File: config.mk
export PLATFORM = sky130hd
export DESIGN_NAME = ham_seq_ctrl
export DESIGN_NICKNAME = d
export VERILOG_FILES = /design/src/rtl/ham_seq_ctrl.sv
export SDC_FILE = /design/constraint.sdc
export NUM_CORES = 1
export LEC_CHECK = 0
export CELL_PAD_IN_SITES_DETAIL_PLACEMENT = 1
export CELL_PAD_IN_SITES_GLOBAL_PLACEMENT = 1
export CORE_ASPECT_RATIO = 0.9
export CORE_MARGIN = 3
export CORE_UTILIZATION = 34
export DETAILED_ROUTE_END_ITERATION = 16
export PLACE_DENSITY = 0.8
export SLEW_MARGIN = 10
export SYNTH_ARGS = -nofsm -noshare
export SYNTH_HDL_FRONTEND = slang
export SYNTH_SLANG_ARGS = --single-unit
File: constraint.sdc
create_clock -name clk -period 3.6 [get_ports clk]
set_input_delay 0.72 -clock clk [delete_from_list [all_inputs] [get_ports clk]]
set_output_delay 0.72 -clock clk [all_outputs]
set_load 0.05 [all_outputs]
File: src/rtl/ham_seq_ctrl.sv
// Sequential 32-bit popcount controller: feeds one byte per cycle to a shared
// 8-bit popcount unit and accumulates the returned counts into a 6-bit result.
module ham_seq_ctrl (
    input  logic        clk,
    input  logic        rst,
    input  logic        start,
    input  logic        mode,
    input  logic [31:0] operand,
    input  logic        abort,
    output logic [7:0]  ham_in,
    input  logic [3:0]  ham_out,
    output logic        busy,
    output logic        done,
    output logic [5:0]  result
);

    typedef enum logic [1:0] {
        IDLE  = 2'd0,
        COUNT = 2'd1,
        DONE  = 2'd2
    } state_t;

    state_t      state_q, state_d;
    logic [1:0]  idx_q, idx_d;
    logic [5:0]  acc_q, acc_d;
    logic [31:0] op_q, op_d;
    logic        mode_q, mode_d;
    logic [5:0]  result_q, result_d;
    logic        busy_q, busy_d;
    logic        done_q, done_d;
    logic [7:0]  ham_in_q, ham_in_d;

    logic        accept;
    logic [5:0]  sum;

    function automatic logic [7:0] sel_byte(input logic [31:0] w,
                                            input logic        inv,
                                            input logic [1:0]  i);
        logic [7:0] b;
        case (i)
            2'd0:    b = w[7:0];
            2'd1:    b = w[15:8];
            2'd2:    b = w[23:16];
            default: b = w[31:24];
        endcase
        return b ^ {8{inv}};
    endfunction

    assign accept = start && (state_q == IDLE || state_q == DONE);
    assign sum    = acc_q + {2'b00, ham_out};

    // ham_in is registered one cycle ahead so it is stable for the whole COUNT cycle.
    always_comb begin
        state_d  = state_q;
        idx_d    = idx_q;
        acc_d    = acc_q;
        op_d     = op_q;
        mode_d   = mode_q;
        result_d = result_q;
        busy_d   = 1'b0;
        done_d   = 1'b0;
        ham_in_d = 8'h00;

        case (state_q)
            COUNT: begin
                if (abort) begin
                    state_d = IDLE;
                    acc_d   = 6'd0;
                    idx_d   = 2'd0;
                end else if (idx_q == 2'd3) begin
                    result_d = sum;
                    acc_d    = sum;
                    idx_d    = 2'd0;
                    state_d  = DONE;
                    done_d   = 1'b1;
                end else begin
                    acc_d    = sum;
                    idx_d    = idx_q + 2'd1;
                    busy_d   = 1'b1;
                    ham_in_d = sel_byte(op_q, mode_q, idx_q + 2'd1);
                end
            end
            DONE:    state_d = IDLE;
            default: state_d = IDLE;
        endcase

        if (accept) begin
            op_d     = operand;
            mode_d   = mode;
            acc_d    = 6'd0;
            idx_d    = 2'd0;
            state_d  = COUNT;
            busy_d   = 1'b1;
            done_d   = 1'b0;
            ham_in_d = sel_byte(operand, mode, 2'd0);
        end
    end

    always_ff @(posedge clk or posedge rst) begin
        if (rst) begin
            state_q  <= IDLE;
            idx_q    <= 2'd0;
            acc_q    <= 6'd0;
            op_q     <= 32'd0;
            mode_q   <= 1'b0;
            result_q <= 6'd0;
            busy_q   <= 1'b0;
            done_q   <= 1'b0;
            ham_in_q <= 8'h00;
        end else begin
            state_q  <= state_d;
            idx_q    <= idx_d;
            acc_q    <= acc_d;
            op_q     <= op_d;
            mode_q   <= mode_d;
            result_q <= result_d;
            busy_q   <= busy_d;
            done_q   <= done_d;
            ham_in_q <= ham_in_d;
        end
    end

    assign ham_in = ham_in_q;
    assign busy   = busy_q;
    assign done   = done_q;
    assign result = result_q;

endmodule

### Word-level counts from Yosys, hierarchy flattened

Index checks and enable logic that the tools add are counted.

| cells by class | value |
|---|---|
| add/subtract/negate cells | 2 |
| equal/unequal tests | 6 |
| muxes and demuxes | 28 |
| bitwise operators | 3 |
| reduce and logical (&&, ||, !) cells | 6 |

Operators with widths:

| operator | count |
|---|---|
| 8-bit 2-to-1 mux | 8 |
| 8-bit case mux with 3 select lines | 1 |
| 6-bit 2-to-1 mux | 3 |
| 2-bit 2-to-1 mux | 8 |
| 8-bit XOR | 2 |
| 1-bit 2-to-1 mux | 8 |
| 6-bit by 4-bit adder with 6-bit output | 1 |
| 2-bit == test, second input constant | 3 |
| 2-bit by 1-bit == test with 1-bit output, second input constant | 2 |
| 2-bit logical NOT | 2 |
| 4-bit != test, second input constant | 1 |
| 3-bit AND reduction | 1 |
| 2-bit by 1-bit adder with 2-bit output, second input constant | 1 |
| 2-bit nonzero test | 1 |
| 1-bit logical AND | 1 |
| 1-bit logical OR | 1 |
| 1-bit inverter | 1 |

| word-level totals | value |
|---|---|
| bits in registers | 59 |
| bits of input ports | 41 |
| logic and storage cells | 54 |

### Logic depth before layout (Yosys ltp)

| depth | value |
|---|---|
| word-level depth | 11 |
| mapped depth | 7 |

### Worst setup path before layout

Ideal clock, no wire load.

| path | value |
|---|---|
| path kind | input-to-reg |
| start point | input port ham_out[0] |
| end point | register acc_q[4] |
| data arrival time | 1886 ps |
| data required time | 3481 ps |
| slack | 1595 ps |
| stages | 7 |
| buffers on the path | 0 |
| path through | ha_1 -> inv_1 -> fa_1 -> nand2b_1 -> a21oi_1 -> o221a_1 -> nor2_1 |

| between the ends | value |
|---|---|
| word-level cells in the longest chain between the ends | 4 |

Ends and longest elaborated chain:

| item | line | text |
|---|---|---|
| from (decl) | 11 | `input logic [3:0] ham_out,` |
| 6-bit by 4-bit adder with 6-bit output | 50 | `assign sum = acc_q + {2'b00, ham_out};` |
| 6-bit 2-to-1 mux | 66 | `if (abort) begin` |
| 6-bit 2-to-1 mux | 64 | `case (state_q)` |
| 6-bit 2-to-1 mux | 87 | `if (accept) begin` |
| to (signal assigned) | 103 | `acc_q <= 6'd0;` |
| to (signal assigned) | 113 | `acc_q <= acc_d;` |
| to (decl) | 25 | `logic [5:0] acc_q, acc_d;` |

Every way passes these cells. The select of a mux whose other input is x is not followed.
A chain may end at the register's enable or synchronous reset.

### Worst setup path in the final report

Ends and elaborated chain as after synthesis.

==> run summary <==
GR Util met1 - 0.2173
Post-Syn Instances - 277
Worst R2R End - ham_in[1]
Via density - 4.815
Inst Count DP - 417
#FFs+latches synth - 59
Fmax - 428.8 MHz
CTS sink cnt - 59
syn_area_per_cell - 9.933 um^2
Top delay family on crit path - adder cells
# IOs - 57
non-filler cells, final - 432
adder and majority gate portion of the synthesized area - 0.04820
Final nets - 383
cts hold-fix bufs - 0
initial antenna violation count - 0
Final Skew - 0.008545 ns
most common cell in the synthesized netlist - nand2_1
CP Launch Type - primary input
row count - 30
via count - 2080
register area share after synthesis - 0.5366
Syn Nets - 328
Yosys Warn Count - 0
r2r setup slk - 1.67 ns
Max-slew headroom - 0.5752
Hold Path Class - flip-flop to flip-flop
Antenna Violating Nets Remaining - 0
Worst Reg-to-Reg Cells - 6
CORE AREA - 0.007695 mm^2
Final setup viols - 0
Synth area leaders - dfrtp_1 (54%), nand2_1 (12%), xnor2_1 (6.0%), ha_1 (4.1%), mux2i_1 (3.3%)
critical path class - primary input to flip-flop
number of flops mapped to enable cells by yosys - 0
max cap viols - 0
final core occ - 0.4715
first-pass GRT wire length - 11340 um
clock latency on the worst-skew pair - 0.33 ns
GRT Resource Usage Total - 0.1594
Worst VDD drop - 0.2505 mV
number of cells on the critical path - 8
Pins Over Slew Limit - 0
H-tree levels - 3
Die H - 91.34 um
CTS buffer count - 9
crit path max fanout - 3
ys async rst share - 1.000
unrepaired setup endpoints after global routing - false
post-synth top area share - 0.5366
Clock Tree Root - clkbuf_8
hold depth - 2
ANT cells - 0
pin count of the biggest net entering global routing - 60
post-synthesis compound-gate area fraction - 0.1046
first drt pass iteration count - 4
Synth Area in Simple Gates - 0.1551
met3 global-route usage - 0.03379
synth cell count leaders - nand2_1 (90), dfrtp_1 (59), xnor2_1 (19)
WP buf/inv - 2
share of layout cells above drive strength 1 - 0.07738
Placed Area - 0.003413 mm^2
Layout area overhead - 31.88%
CP max stage cell - clkdlybuf4s50_1
DRC viols - 0
DIE AREA - 0.009209 mm^2
Period minus WS final - 2.332 ns
Hold Vio Cnt, Final - 0
die width - 100.8 um
mux share of post-synthesis cell area - 0.04638
Critical R2R Launch - idx_q[1]
design area - 0.003628 mm^2
Post CTS Setup Buffer Count - 0
outcome - finished, final reports clean
post-CTS sizing - 0
Setup TNS Final - 0 ns
DP Wirelength - 4956 um
most common flop cell mapped by yosys - dfrtp_1
CP startpoint - ham_out[0]
DR WL/cell - 15.59 um
largest family of logic cells by synthesized area - simple AND/OR/NAND/NOR gates
critical path endpoint category - flip-flop
final wirelength - 6736 um
Starting Density - 0.3576
routability cong. - 0.8019
global-route layer with the greatest usage - met2
Unique masters post-synth - 30
Iter 0 DRT Violations - 131
Req. time, crit path - 3.82 ns
Yosys top cell by area - dfrtp_1
total power - 2.549 mW
Setup crit end - acc_q[4]
Pleak - 1.700 nW
total grt overflow - 0
CTS tree - built
met2 Resource Use GR - 0.2374
area of the mapped netlist - 0.002751 mm^2
Max Root-Sink Buffers - 2
number of I/O port buffers - 56
CP arrival - 2.55 ns
period utilization - 0.6478
clk slew on worst S/H paths - 0.07 ns
PD cells - 702.6 mW/mm^2
slowest stage delay, CP - 0.46 ns
number of global-route vias before repair - 2234
cell-by-cell trace of the critical path - clkdlybuf4s50_1, ha_1, inv_1, fa_1, nand2b_1, a21oi_1, o221a_1, nor2_1
Synth Area in XOR/XNOR - 0.06367
Worst Tran Pin Value - 0.6372 ns
## stage by stage
stage	worst slack [ns]	hold WS [ns]
after detailed placement	0.9534	0.4668
after CTS	1.291	0.4841
after floorplan	1.424	0.4453
after global routing	1.168	0.5138
after global placement	1.041	0.4564
final	1.268	0.4858
## registers in the layout, summed over array words and instances, names as in the netlist
signal,flops
op_q,32
ham_in,8
acc_q,6
result,6
idx_q,2
state_q,2
busy,1
done,1
mode_q,1
## cell type report
class | instances | area (um^2)
fill | 866 | 4066
sequential | 59 | 1476
multi-input combinational | 186 | 1152
timing repair buffer | 60 | 603.1
clock buffer | 10 | 137.6
tap | 96 | 120.1
clock inverter | 5 | 77.57
inverter | 16 | 61.31
## cell families (layout without fill, tap and decap cells)
logic type	Yosys count	count (layout)
mux	12	12
compound gates	41	41
flops	59	59
simple gates	103	103
xor+xnor	20	20
buf+inv	32	91
fa+ha+maj	10	10
## tightest hold or removal path, cell delays in order, from the launching register on
cell     delay (ns)
dfrtp_1        0.35
nand2_1        0.05
nand2_1        0.06
## where the power goes
group	internal (mW)	switching [mW]	total (mW)
logic	0.390	0.553	0.943
clock network	0.402	0.256	0.658
registers	0.838	0.110	0.948
## placed cells by master, fill, tap and decap left out, types with 2 or more instances in the layout
master	n
o22ai_1	8
o21ai_0	3
bufinv_16	2
nand2b_1	5
ha_1	9
inv_2	2
nand2_1	90
a21oi_1	3
mux2i_1	9
buf_4	3
mux2_1	2
clkinv_2	3
dfrtp_1	59
xnor2_1	19
a22o_1	4
nor2_1	4
a222oi_1	8
clkbuf_8	10
clkdlybuf4s50_1	56
inv_1	13
o21ai_1	11
## worst min-delay path by stage
stage                   from        to  slack [ns]
CTS                 op_q[20]  op_q[20]        0.48
finish              op_q[20]  op_q[20]        0.49
global placement     op_q[7]   op_q[7]        0.46
detailed placement  op_q[20]  op_q[20]        0.47
global route        op_q[20]  op_q[20]        0.51
floorplan            op_q[0]   op_q[0]        0.45
## routing by layer
metal,routed length [um],up-vias
met1,3129,998
met4,143,0
met5,0,-
met2,3118,54
met3,345,12
li1,-,1016
(Power assumes the default switching activity.)
